### config.mk
export PLATFORM = sky130hd
export DESIGN_NAME = sram_arbiter
export DESIGN_NICKNAME = d
export VERILOG_FILES = /design/src/rtl/sram_arbiter_pkg.sv /design/src/rtl/sram_arbiter_rr.sv /design/src/rtl/sram_arbiter.sv
export SDC_FILE = /design/constraint.sdc
export NUM_CORES = 1
export LEC_CHECK = 0
export ABC_AREA = 1
export CAP_MARGIN = 15
export CORE_UTILIZATION = 46
export CTS_CLUSTER_DIAMETER = 60
export DETAILED_ROUTE_END_ITERATION = 8
export PLACE_DENSITY = 0.95
export SLEW_MARGIN = 20
export SYNTH_ARGS = -nofsm -noshare
export SYNTH_HDL_FRONTEND = slang
export SYNTH_HIERARCHICAL = 1
export SYNTH_SLANG_ARGS = --single-unit
### constraint.sdc
create_clock -name clk_i -period 4.9 [get_ports clk_i]
set_input_delay 0.49 -clock clk_i [delete_from_list [all_inputs] [get_ports clk_i]]
set_output_delay 0.49 -clock clk_i [all_outputs]
set_load 0.005 [all_outputs]
### src/rtl/sram_arbiter_pkg.sv
// Shared types and defaults for the async SRAM front end.
// State encoding, default timing constants and a sizing helper.
package sram_arbiter_pkg;

  localparam int A_W_DEF  = 15;
  localparam int D_W_DEF  = 8;
  localparam int RD_DEF   = 6;
  localparam int WE_DEF   = 6;
  localparam int HOLD_DEF = 6;

  typedef enum logic [2:0] {
    ST_IDLE,
    ST_RD,
    ST_WR_SETUP,
    ST_WR_PULSE,
    ST_WR_HOLD,
    ST_DONE
  } state_e;

  function automatic int max3(input int a, input int b, input int c);
    int m;
    m = (a > b) ? a : b;
    return (m > c) ? m : c;
  endfunction

endpackage

### src/rtl/sram_arbiter_rr.sv
// Two-way round-robin grant for the SRAM front end.
// Grants only while advance_i is high; a tie goes to the side not served last.
module sram_arbiter_rr (
  input  logic [1:0] req_i,
  input  logic       advance_i,
  input  logic       last_i,
  output logic [1:0] gnt_o
);

  // one-hot grant, tie broken away from the last winner
  always_comb begin
    gnt_o = 2'b00;
    if (advance_i) begin
      unique case (1'b1)
        (req_i == 2'b01): gnt_o = 2'b01;
        (req_i == 2'b10): gnt_o = 2'b10;
        (req_i == 2'b11): gnt_o = last_i ? 2'b01 : 2'b10;
        default:          gnt_o = 2'b00;
      endcase
    end
  end

endmodule

### src/rtl/sram_arbiter.sv
// Two-requester front end for a 32Kx8 asynchronous SRAM.
// Round-robin grant, timed strobe sequencing, all pins registered.
module sram_arbiter
  import sram_arbiter_pkg::*;
#(
  parameter int A_WIDTH     = A_W_DEF,
  parameter int D_WIDTH     = D_W_DEF,
  parameter int RD_CYCLES   = RD_DEF,
  parameter int WE_CYCLES   = WE_DEF,
  parameter int HOLD_CYCLES = HOLD_DEF
) (
  input  logic               clk_i,
  input  logic               rst_i,
  input  logic               req0_i,
  input  logic               req1_i,
  input  logic               we0_i,
  input  logic               we1_i,
  input  logic [A_WIDTH-1:0] addr0_i,
  input  logic [A_WIDTH-1:0] addr1_i,
  input  logic [D_WIDTH-1:0] wdata0_i,
  input  logic [D_WIDTH-1:0] wdata1_i,
  output logic               ack0_o,
  output logic               ack1_o,
  output logic [D_WIDTH-1:0] rdata_o,
  output logic [A_WIDTH-1:0] sram_a_o,
  output logic [D_WIDTH-1:0] sram_d_out_o,
  output logic               sram_d_oe_o,
  input  logic [D_WIDTH-1:0] sram_d_in_i,
  output logic               sram_n_cs_o,
  output logic               sram_n_oe_o,
  output logic               sram_n_we_o
);

  localparam int MAXC  = max3(RD_CYCLES, WE_CYCLES, HOLD_CYCLES);
  localparam int CNT_W = $clog2(MAXC) + 1;

  localparam logic [CNT_W-1:0] RD_LD   = CNT_W'(RD_CYCLES - 1);
  localparam logic [CNT_W-1:0] WE_LD   = CNT_W'(WE_CYCLES - 1);
  localparam logic [CNT_W-1:0] HOLD_LD = CNT_W'(HOLD_CYCLES - 1);

  state_e             state_q, state_d;
  logic [CNT_W-1:0]   cnt_q, cnt_d;
  logic               ptr_q, ptr_d;
  logic [1:0]         gnt;
  logic               win_we;
  logic [A_WIDTH-1:0] win_addr;
  logic [D_WIDTH-1:0] win_wdata;
  logic               cnt_zero;

  logic               ack0_q, ack1_q;
  logic [D_WIDTH-1:0] rdata_q;
  logic [A_WIDTH-1:0] a_q;
  logic [D_WIDTH-1:0] dout_q;
  logic               doe_q, n_cs_q, n_oe_q, n_we_q;

  sram_arbiter_rr u_rr (
    .req_i     ({req1_i, req0_i}),
    .advance_i (state_q == ST_IDLE),
    .last_i    (ptr_q),
    .gnt_o     (gnt)
  );

  assign win_we    = gnt[1] ? we1_i    : we0_i;
  assign win_addr  = gnt[1] ? addr1_i  : addr0_i;
  assign win_wdata = gnt[1] ? wdata1_i : wdata0_i;
  assign cnt_zero  = (cnt_q == '0);

  // next state, phase counter and round-robin pointer
  always_comb begin
    state_d = state_q;
    cnt_d   = cnt_q;
    ptr_d   = ptr_q;
    unique case (state_q)
      ST_IDLE: begin
        if (|gnt) begin
          ptr_d   = gnt[1];
          state_d = win_we ? ST_WR_SETUP : ST_RD;
          cnt_d   = win_we ? '0 : RD_LD;
        end
      end
      ST_RD: begin
        if (cnt_zero) state_d = ST_DONE;
        else          cnt_d   = cnt_q - 1'b1;
      end
      ST_WR_SETUP: begin
        state_d = ST_WR_PULSE;
        cnt_d   = WE_LD;
      end
      ST_WR_PULSE: begin
        if (cnt_zero) begin
          state_d = ST_WR_HOLD;
          cnt_d   = HOLD_LD;
        end else begin
          cnt_d = cnt_q - 1'b1;
        end
      end
      ST_WR_HOLD: begin
        if (cnt_zero) state_d = ST_DONE;
        else          cnt_d   = cnt_q - 1'b1;
      end
      ST_DONE: state_d = ST_IDLE;
      default: state_d = ST_IDLE;
    endcase
  end

  // state, counter and pointer registers
  always_ff @(posedge clk_i or posedge rst_i) begin
    if (rst_i) begin
      state_q <= ST_IDLE;
      cnt_q   <= '0;
      ptr_q   <= 1'b1;
    end else begin
      state_q <= state_d;
      cnt_q   <= cnt_d;
      ptr_q   <= ptr_d;
    end
  end

  // pin registers follow the state being entered so strobes align with it
  always_ff @(posedge clk_i or posedge rst_i) begin
    if (rst_i) begin
      n_cs_q  <= 1'b1;
      n_oe_q  <= 1'b1;
      n_we_q  <= 1'b1;
      doe_q   <= 1'b0;
      ack0_q  <= 1'b0;
      ack1_q  <= 1'b0;
      rdata_q <= '0;
      a_q     <= '0;
      dout_q  <= '0;
    end else begin
      n_cs_q <= (state_d == ST_IDLE) || (state_d == ST_DONE);
      n_oe_q <= (state_d != ST_RD);
      n_we_q <= (state_d != ST_WR_PULSE);
      doe_q  <= (state_d == ST_WR_SETUP) || (state_d == ST_WR_PULSE)
             || (state_d == ST_WR_HOLD);
      ack0_q <= (state_d == ST_DONE) && !ptr_q;
      ack1_q <= (state_d == ST_DONE) && ptr_q;
      if ((state_q == ST_IDLE) && (|gnt)) begin
        a_q <= win_addr;
        if (win_we) dout_q <= win_wdata;
      end
      if ((state_q == ST_RD) && cnt_zero) rdata_q <= sram_d_in_i;
    end
  end

  assign ack0_o       = ack0_q;
  assign ack1_o       = ack1_q;
  assign rdata_o      = rdata_q;
  assign sram_a_o     = a_q;
  assign sram_d_out_o = dout_q;
  assign sram_d_oe_o  = doe_q;
  assign sram_n_cs_o  = n_cs_q;
  assign sram_n_oe_o  = n_oe_q;
  assign sram_n_we_o  = n_we_q;

endmodule
# Word-level counts from Yosys, hierarchy flattened
# Cells that the tools add are included.
[op_classes]
n_addsub = 1
n_eq_ne = 15
n_mux = 16
reduce_logical = 17
[op_table]
columns = ["cell", "n"]
rows = [
  ["4-bit case mux with 4 select lines", 1],
  ["15-bit 2-to-1 mux", 1],
  ["3-bit by 2-bit == test with 1-bit output, second input constant", 4],
  ["3-bit 2-to-1 mux", 4],
  ["4-bit 2-to-1 mux", 3],
  ["3-bit case mux with 4 select lines", 1],
  ["3-bit == test, second input constant", 3],
  ["8-bit 2-to-1 mux", 1],
  ["3-bit logical NOT", 2],
  ["2-bit 2-to-1 mux", 3],
  ["2-bit case mux with 3 select lines", 1],
  ["2-bit == test, second input constant", 2],
  ["1-bit logical AND", 4],
  ["4-bit logical NOT", 1],
  ["2-bit inequality test, second input constant", 2],
  ["2-bit AND reduction", 2],
  ["4-bit nonzero test", 1],
  ["2-bit OR reduction", 2],
  ["4-bit by 1-bit subtractor with 4-bit output, second input constant", 1],
  ["3-bit by 1-bit == test with 1-bit output, second input constant", 1],
  ["1-bit logical OR", 3],
  ["3-bit by 1-bit inequality test with 1-bit output, second input constant", 1],
  ["3-bit by 2-bit inequality test with 1-bit output, second input constant", 1],
  ["3-bit AND reduction", 1],
  ["3 further kinds", 3],
]
[word_totals]
reg_bits = 45
in_bits = 60
wordCells = 61

# Longest topological paths before layout
# Gate-level depths: netlist of run 1.
[depth]
depth_word = 10
mapped_depth = 13
mapped_depth_nobuf = 12

# Cells and area by module
# The synthesis of run 1 kept the hierarchy.
[modules_own_cells]
columns = ["mod", "n_inst", "cells_each", "area_per_inst_um2"]
rows = [
  ["sram_arbiter", 1, 256, 2259.7],
  ["sram_arbiter_rr", 1, 5, 21.3],
]

# Worst setup path after synthesis of run 1
# OpenSTA, ideal clock, no wires.
[synth_path]
path_kind = "register -> register"
start = "reg state_q[0]"
end = "reg dout_q[0], in the netlist sram_d_out_o[0]"
setup_time_ps = 124
arrival_time_ps = 1622
setup_slack_ps = 3154
path_stages_with_launch = 14
path_cell_list = "dfrtp_1 nor2_4 nand2_2 inv_1 nand2_1 a21oi_1 buf_2 nor2_1 nor2_2 inv_2 nor2_8 inv_4 nand2_1 nand2_1"
[synth_via]
elab_chain_len = 5
[synth_lines]
columns = ["element", "line", "text"]
rows = [
  ["start: declaration", "sram_arbiter.sv:41", "state_e state_q, state_d;"],
  ["start signal: assignment", "sram_arbiter.sv:113", "state_q <= state_d;"],
  ["3-bit logical NOT *", "sram_arbiter.sv:58", ".advance_i (state_q == ST_IDLE),"],
  ["2-bit 2-to-1 mux *", "sram_arbiter_rr.sv:13", "if (advance_i) begin"],
  ["net gnt[1]", "sram_arbiter.sv:44", "logic [1:0] gnt;"],
  ["2-bit OR reduction", "sram_arbiter.sv:139", "if ((state_q == ST_IDLE) && (|gnt)) begin"],
  ["1-bit logical AND", "sram_arbiter.sv:139", ""],
  ["2-bit AND reduction (no line)", "--", ""],
  ["end signal: assignment", "sram_arbiter.sv:141", "if (win_we) dout_q <= win_wdata;"],
  ["end: declaration", "sram_arbiter.sv:53", "logic [D_WIDTH-1:0] dout_q;"],
]
# The timed path passes the listed nets; every way through them passes the cells marked *.
# A chain may end at the register's enable or synchronous reset.

# Worst setup path after layout of run 1
[layout_path]
start = "reg state_q[0]"
end = "reg dout_q[4], in the netlist sram_d_out_o[4]"
# The elaborated chain is that of the path after synthesis.

==> results.sh, run 1 <==
export IMPL_cts_max_level=2
export IMPL_rrSetupSlack_ps=2480
export IMPL_cts_tree="done"
export IMPL_final_nets=417
export IMPL_die_h_um=72.4
export IMPL_grt_pass1_vias=2092
export IMPL_cts_made_buffers=5
export IMPL_fin_ws_ps=2480
export IMPL_vias=2110
export IMPL_syn_num_nets=322
export IMPL_yosys_cell_types_count=31
export IMPL_synth_seq_cells=45
export IMPL_drt_iter0_drc=130
export IMPL_yosys_warnings=6
export IMPL_fin_tns_setup_ps=0
export IMPL_die_x_um=72.4
export IMPL_grt_antenna_before_repair=0
export IMPL_rsz0062_at_grt="false"
export IMPL_routed_wl_um=5540
export IMPL_endpoint_kind="flop"
export IMPL_post_route_drc_count=0
export IMPL_finalHoldViolCount=0
export IMPL_dieArea_um2=5240
export IMPL_cp_start_kind="flop"
export IMPL_syn2layout_area_growth_pct=47.3
export IMPL_setup_viol=0
export IMPL_cp_max_fo=31
export IMPL_worstPathArrival_ps=2590
export IMPL_synth_avg_cell_area_um2=8.74
export IMPL_whs_ps=480
export IMPL_gr_total_overflow=0
export IMPL_coreArea_um2=4750
export IMPL_drive_above_1_share=0.160
export IMPL_crit_required_ps=5070
export IMPL_via_per_inst=4.98
export IMPL_status="finished, final reports clean"
export IMPL_tightest_slew_ps=916
export IMPL_cts_clk_slew_worst_paths_ps=80
export IMPL_post_cts_resized=0
export IMPL_diodes=0
export IMPL_reg2reg_depth=13
export IMPL_critPathKind="flop to flop"
export IMPL_initial_core_util=0.480
export IMPL_fin_crit_sh=0.494
export IMPL_power_density_nw_per_um2=584
export IMPL_num_io_pins=97
export IMPL_grt_pass1_wl_um=8980
export IMPL_fin_crit_ps=2420
export IMPL_irDropWorstVdd_uv=311
export IMPL_cts_hold_buf=0
export IMPL_drv_cap=0
export IMPL_leakage_nw=1.60
export IMPL_drtAntennaViolNets=0
export IMPL_dpl_worst_slack_ps=2270
export IMPL_syn_inst=261
export IMPL_num_rows=25
export IMPL_post_route_util=0.707
export IMPL_grt_total_usage=0.217
export IMPL_clk_latency_ps=300
export IMPL_ys_seq_area_frac=0.496
export IMPL_clock_sinks=45
export IMPL_gp_congestion=0.853
export IMPL_dpl_hpwl_um=4100
export IMPL_fmax_ghz=0.413
export IMPL_hold_class="flop to flop"
export IMPL_final_max_slew_viol_count=0
export IMPL_post_drt_wl_per_cell_um=13.1
export IMPL_drt_pass1_iter_count=4
export IMPL_grt_max_degree=46
export IMPL_cts_buffer_depth=2
export IMPL_cts_root_buffer="clkbuf_8"
export IMPL_maxSlewHeadroom=0.388
export IMPL_synth_area_um2=2280
export IMPL_port_buffers=96
export IMPL_post_cts_buffers=0
export IMPL_holdPathStages=2
export IMPL_fin_skew_ps=8.49
metrics by stage:
stage / total power, mW / instances / area [um2]
global placement: 1.70 / 416 / 3280
detailed placement: 1.75 / 416 / 3280
finish: 1.96 / 424 / 3360
global route: 2.12 / 424 / 3360
CTS: 1.97 / 424 / 3360
floorplan: 1.32 / 261 / 2280
cell type report:
cell class	instances	area, um2
Multi-Input combinational cell	184	1010
Tap cell	67	83.8
Inverter	23	88.8
Fill cell	364	1390
Clock inverter	2	10.0
Clock buffer	6	72.6
Timing Repair Buffer	97	968
Sequential cell	45	1130
final timing paths:
| check | startpoint | end |
|---|---|---|
| worst max-delay path | state_q[0] | sram_d_out_o[4] |
| worst min register to register | rdata_o[1] | rdata_o[1] |
| max in group asynchronous | rst_i | sram_d_out_o[1] |
| worst min-delay path | rdata_o[1] | rdata_o[1] |
| worst max register to register | state_q[0] | sram_d_out_o[4] |
| min in group asynchronous | rst_i | sram_a_o[6] |
Yosys cell counts (all sizes together):
cell,n,area share
clkbuf,2,0.0033
ha,1,0.0055
nand3,19,0.044
dfstp,4,0.046
xor2,1,0.0038
o21ai,4,0.012
nand2,77,0.13
a21o,1,0.0033
nand4,1,0.0027
or2,8,0.022
buf,7,0.022
dfrtp,41,0.45
xnor2,1,0.0038
nor2,45,0.088
inv,23,0.039
a21oi,3,0.012
o211ai,8,0.026
o31ai,15,0.082
metal layers:
metal	GRT usage	routed length [um]	share of wire
met4	0.0675	57	0.010
met1	0.263	2340	0.42
met2	0.386	2870	0.52
met3	0.0458	269	0.049
met5	0	0	0
logic make-up after synthesis:
| group | count (synthesis) | synth area share |
|---|---|---|
| fa+ha+maj | 1 | 0.00548 |
| simple gates | 150 | 0.291 |
| compound gates | 31 | 0.135 |
| xor+xnor | 2 | 0.00768 |
| flops | 45 | 0.496 |
| buf+inv | 32 | 0.0647 |
cell usage in the layout (no fill, tap or decap), drive strengths merged:
cell	synthesis	layout
clkdlybuf4s50	0	96
nand2	77	77
nor2	45	45
dfrtp	41	41
inv	23	23
nand3	19	19
o31ai	15	15
or2	8	8
o211ai	8	8
clkbuf	2	6
dfstp	4	4
o21ai	4	4
a21oi	3	3
clkinv	0	2
xnor2	1	1
nand4	1	1
a21o	1	1
xor2	1	1
ha	1	1
buf	7	1
critical path, stage by stage, from the launching register on:
cell and delay, ps:
dfrtp_1 460, nor2_4 140, nand2_2 70, inv_1 110
nand2_1 80, a21oi_2 90, buf_4 290, nor2_1 130
nor2_2 170, inv_2 280, nor2_8 270, inv_4 80
nand2_1 60, nand2_1 60
flip-flops by register name (all words and copies together) (netlist names), 3 cells and up:
| register | count |
|---|---|
| sram_d_out_o | 8 |
| cnt_q | 4 |
| sram_a_o | 15 |
| rdata_o | 8 |
| state_q | 3 |
power breakdown:
part / total (mW) / switching [mW] / internal, mW
Sequential: 0.669 / 0.110 / 0.559
Clock: 0.218 / 0.119 / 0.0989
Combinational: 1.08 / 0.561 / 0.515
Total: 1.96 / 0.790 / 1.17
Note: power is estimated with default switching activity, not from simulation.
==> run 2: changes to the inputs <==
Settings changed: CORE_UTILIZATION 46 to 42, PLACE_DENSITY 0.95 to 0.89.
Clock period 4.9 ns to 2.3 ns, I/O delays scaled along.
==> run 2 against run 1 <==
Utilization decreased by 4.3 points. Sequential power is 110% higher. Maximum frequency up 21%. Global-route usage is 1.5 points lower. Via count is 1.3% higher. Wire length rose by 1.4%. Worst hold slack got worse by 200 ps. Critical path type unchanged. Largest cell class unchanged.
==> results.sh, run 2 (synthesis gave the netlist of run 1 again) <==
export IMPL_worstPathArrival_ps=2180
export IMPL_setup_viol=0
export IMPL_power_density_nw_per_um2=1270
export IMPL_clock_sinks=45
export IMPL_gr_total_overflow=0
export IMPL_finalHoldViolCount=0
export IMPL_cts_made_buffers=5
export IMPL_final_area_um2=3440
export IMPL_rrSetupSlack_ps=300
export IMPL_clk_latency_ps=290
export IMPL_seqPwrFrac=0.326
export IMPL_grt_pass1_wl_um=8830
export IMPL_post_drt_wl_per_cell_um=13.0
export IMPL_cp_start_kind="flop"
export IMPL_diodes=0
export IMPL_grt_antenna_before_repair=0
export IMPL_cts_buffer_depth=2
export IMPL_leakage_nw=1.63
export IMPL_drt_pass1_iter_count=5
export IMPL_fin_ws_ps=299
export IMPL_drive_above_1_share=0.171
export IMPL_fin_crit_ps=2000
export IMPL_drt_iter0_drc=87
export IMPL_syn2layout_area_growth_pct=50.6
export IMPL_final_nets=422
export IMPL_gp_congestion=0.896
export IMPL_drv_cap=0
export IMPL_post_cts_resized=0
export IMPL_rsz0062_at_grt="false"
export IMPL_dpl_worst_slack_ps=331
export IMPL_finalPower_mw=4.37
export IMPL_fmax_ghz=0.500
export IMPL_whs_ps=276
export IMPL_most_common_layout_cells="clkdlybuf4s50_1, nand2_1, dfrtp_1, nor2_1, nand3_1"
export IMPL_tightest_slew_ps=475
export IMPL_irDropWorstVdd_uv=606
export IMPL_grt_total_usage=0.202
export IMPL_final_cell_count_no_fill=432
export IMPL_p_sw_frac=0.388
export IMPL_grt_pass1_vias=2051
export IMPL_crit_start="state_q[0]"
export IMPL_cts_root_buffer="clkbuf_8"
export IMPL_post_route_util=0.664
export IMPL_num_rows=26
export IMPL_endpoint="sram_d_out_o[3]"
export IMPL_fin_skew_ps=4.47
export IMPL_status="finished, final reports clean"
export IMPL_timing_rr_end="sram_d_out_o[3]"
export IMPL_comb_power_share=0.534
export IMPL_num_io_pins=97
export IMPL_cts_tree="done"
export IMPL_cts_clk_slew_worst_paths_ps=80
export IMPL_critPathKind="flop to flop"
export IMPL_maxSlewHeadroom=0.683
export IMPL_grt_max_degree=31
export IMPL_fin_tns_setup_ps=0
export IMPL_reg2reg_depth=12
export IMPL_hold_class="input pin to asynchronous set/reset pin"
export IMPL_placed_cell_area_um2=3320
export IMPL_largest_reg_flops=15
export IMPL_r2r_start="state_q[0]"
export IMPL_place_inst=424
export IMPL_routed_wl_um=5620
export IMPL_cp_max_fo=10
export IMPL_fin_crit_sh=0.870
export IMPL_die_h_um=75.7
export IMPL_cts_hold_buf=0
export IMPL_endpoint_kind="flop"
export IMPL_drtAntennaViolNets=0
export IMPL_intPower_mw=2.67
export IMPL_final_common_cell="clkdlybuf4s50_1"
export IMPL_dpl_hpwl_um=4240
export IMPL_cts_max_level=2
export IMPL_via_per_inst=4.95
export IMPL_crit_required_ps=2480
export IMPL_die_x_um=75.7
export IMPL_initial_core_util=0.441
export IMPL_post_route_drc_count=0
export IMPL_vias=2137
export IMPL_dieArea_um2=5730
export IMPL_fillers=397
export IMPL_clkPwrFrac=0.140
export IMPL_port_buffers=96
export IMPL_coreArea_um2=5170
export IMPL_final_max_slew_viol_count=0
export IMPL_power_switching_mw=1.70
export IMPL_post_cts_buffers=0
## run 2: cell count changes in the layout (fill, tap and decap cells not counted), sizes merged
cell / before / now
buf: 1 / 6
bufinv: 0 / 1
clkbuf: 6 / 7
clkinv: 2 / 0
## run 2: worst max-delay path: stages, from the launching register on
cell and delay (ps):
dfrtp_1 470, nor2_4 140, nand2_2 70, inv_1 100
nand2_1 80, a21oi_2 200, inv_2 130, nand2_1 80
nand2_1 160, nor2_8 260, inv_4 80, nand2_1 80
nand2_1 50
## run 2: worst min path at each step
stage                           start  slack (ps)               to
final                           rst_i         280      sram_a_o[6]
after global placement     rdata_o[0]         460       rdata_o[0]
after global routing            rst_i         330      sram_a_o[8]
after detailed placement   rdata_o[7]         460       rdata_o[7]
after CTS                       rst_i         300      sram_a_o[6]
after floorplan           wdata0_i[0]         380  sram_d_out_o[0]
## run 2: power by group through the flow
stage          combinational [mW]  sequential [mW]  clock, mW
2_1_floorplan                1.37             1.43          0
3_3_place_gp                 2.24             1.42          0
3_5_place_dp                 2.34             1.43          0
4_1_cts                      2.36             1.42      0.626
5_1_grt                      2.59             1.47      0.664
6_report                     2.33             1.43      0.610
## run 2: layer usage
| layer | global-route usage | share of wire | up-vias |
|---|---|---|---|
| li1 | - | - | 1038 |
| met3 | 0.0503 | 0.065 | 6 |
| met5 | 0 | 0 | - |
| met2 | 0.346 | 0.50 | 86 |
| met4 | 0.0597 | 0.0078 | 0 |
| met1 | 0.253 | 0.42 | 1007 |
## run 2: final cells by class
cell class	instances	area, um2	share of cell area
clock buffers	7	86.3	0.0251
clock inverters	1	30.0	0.00874
inverters	23	88.8	0.0259
multi-input cells	184	1010	0.293
flip-flops and latches	45	1130	0.329
well taps	70	87.6	0.0255
repair buffers	102	1010	0.293
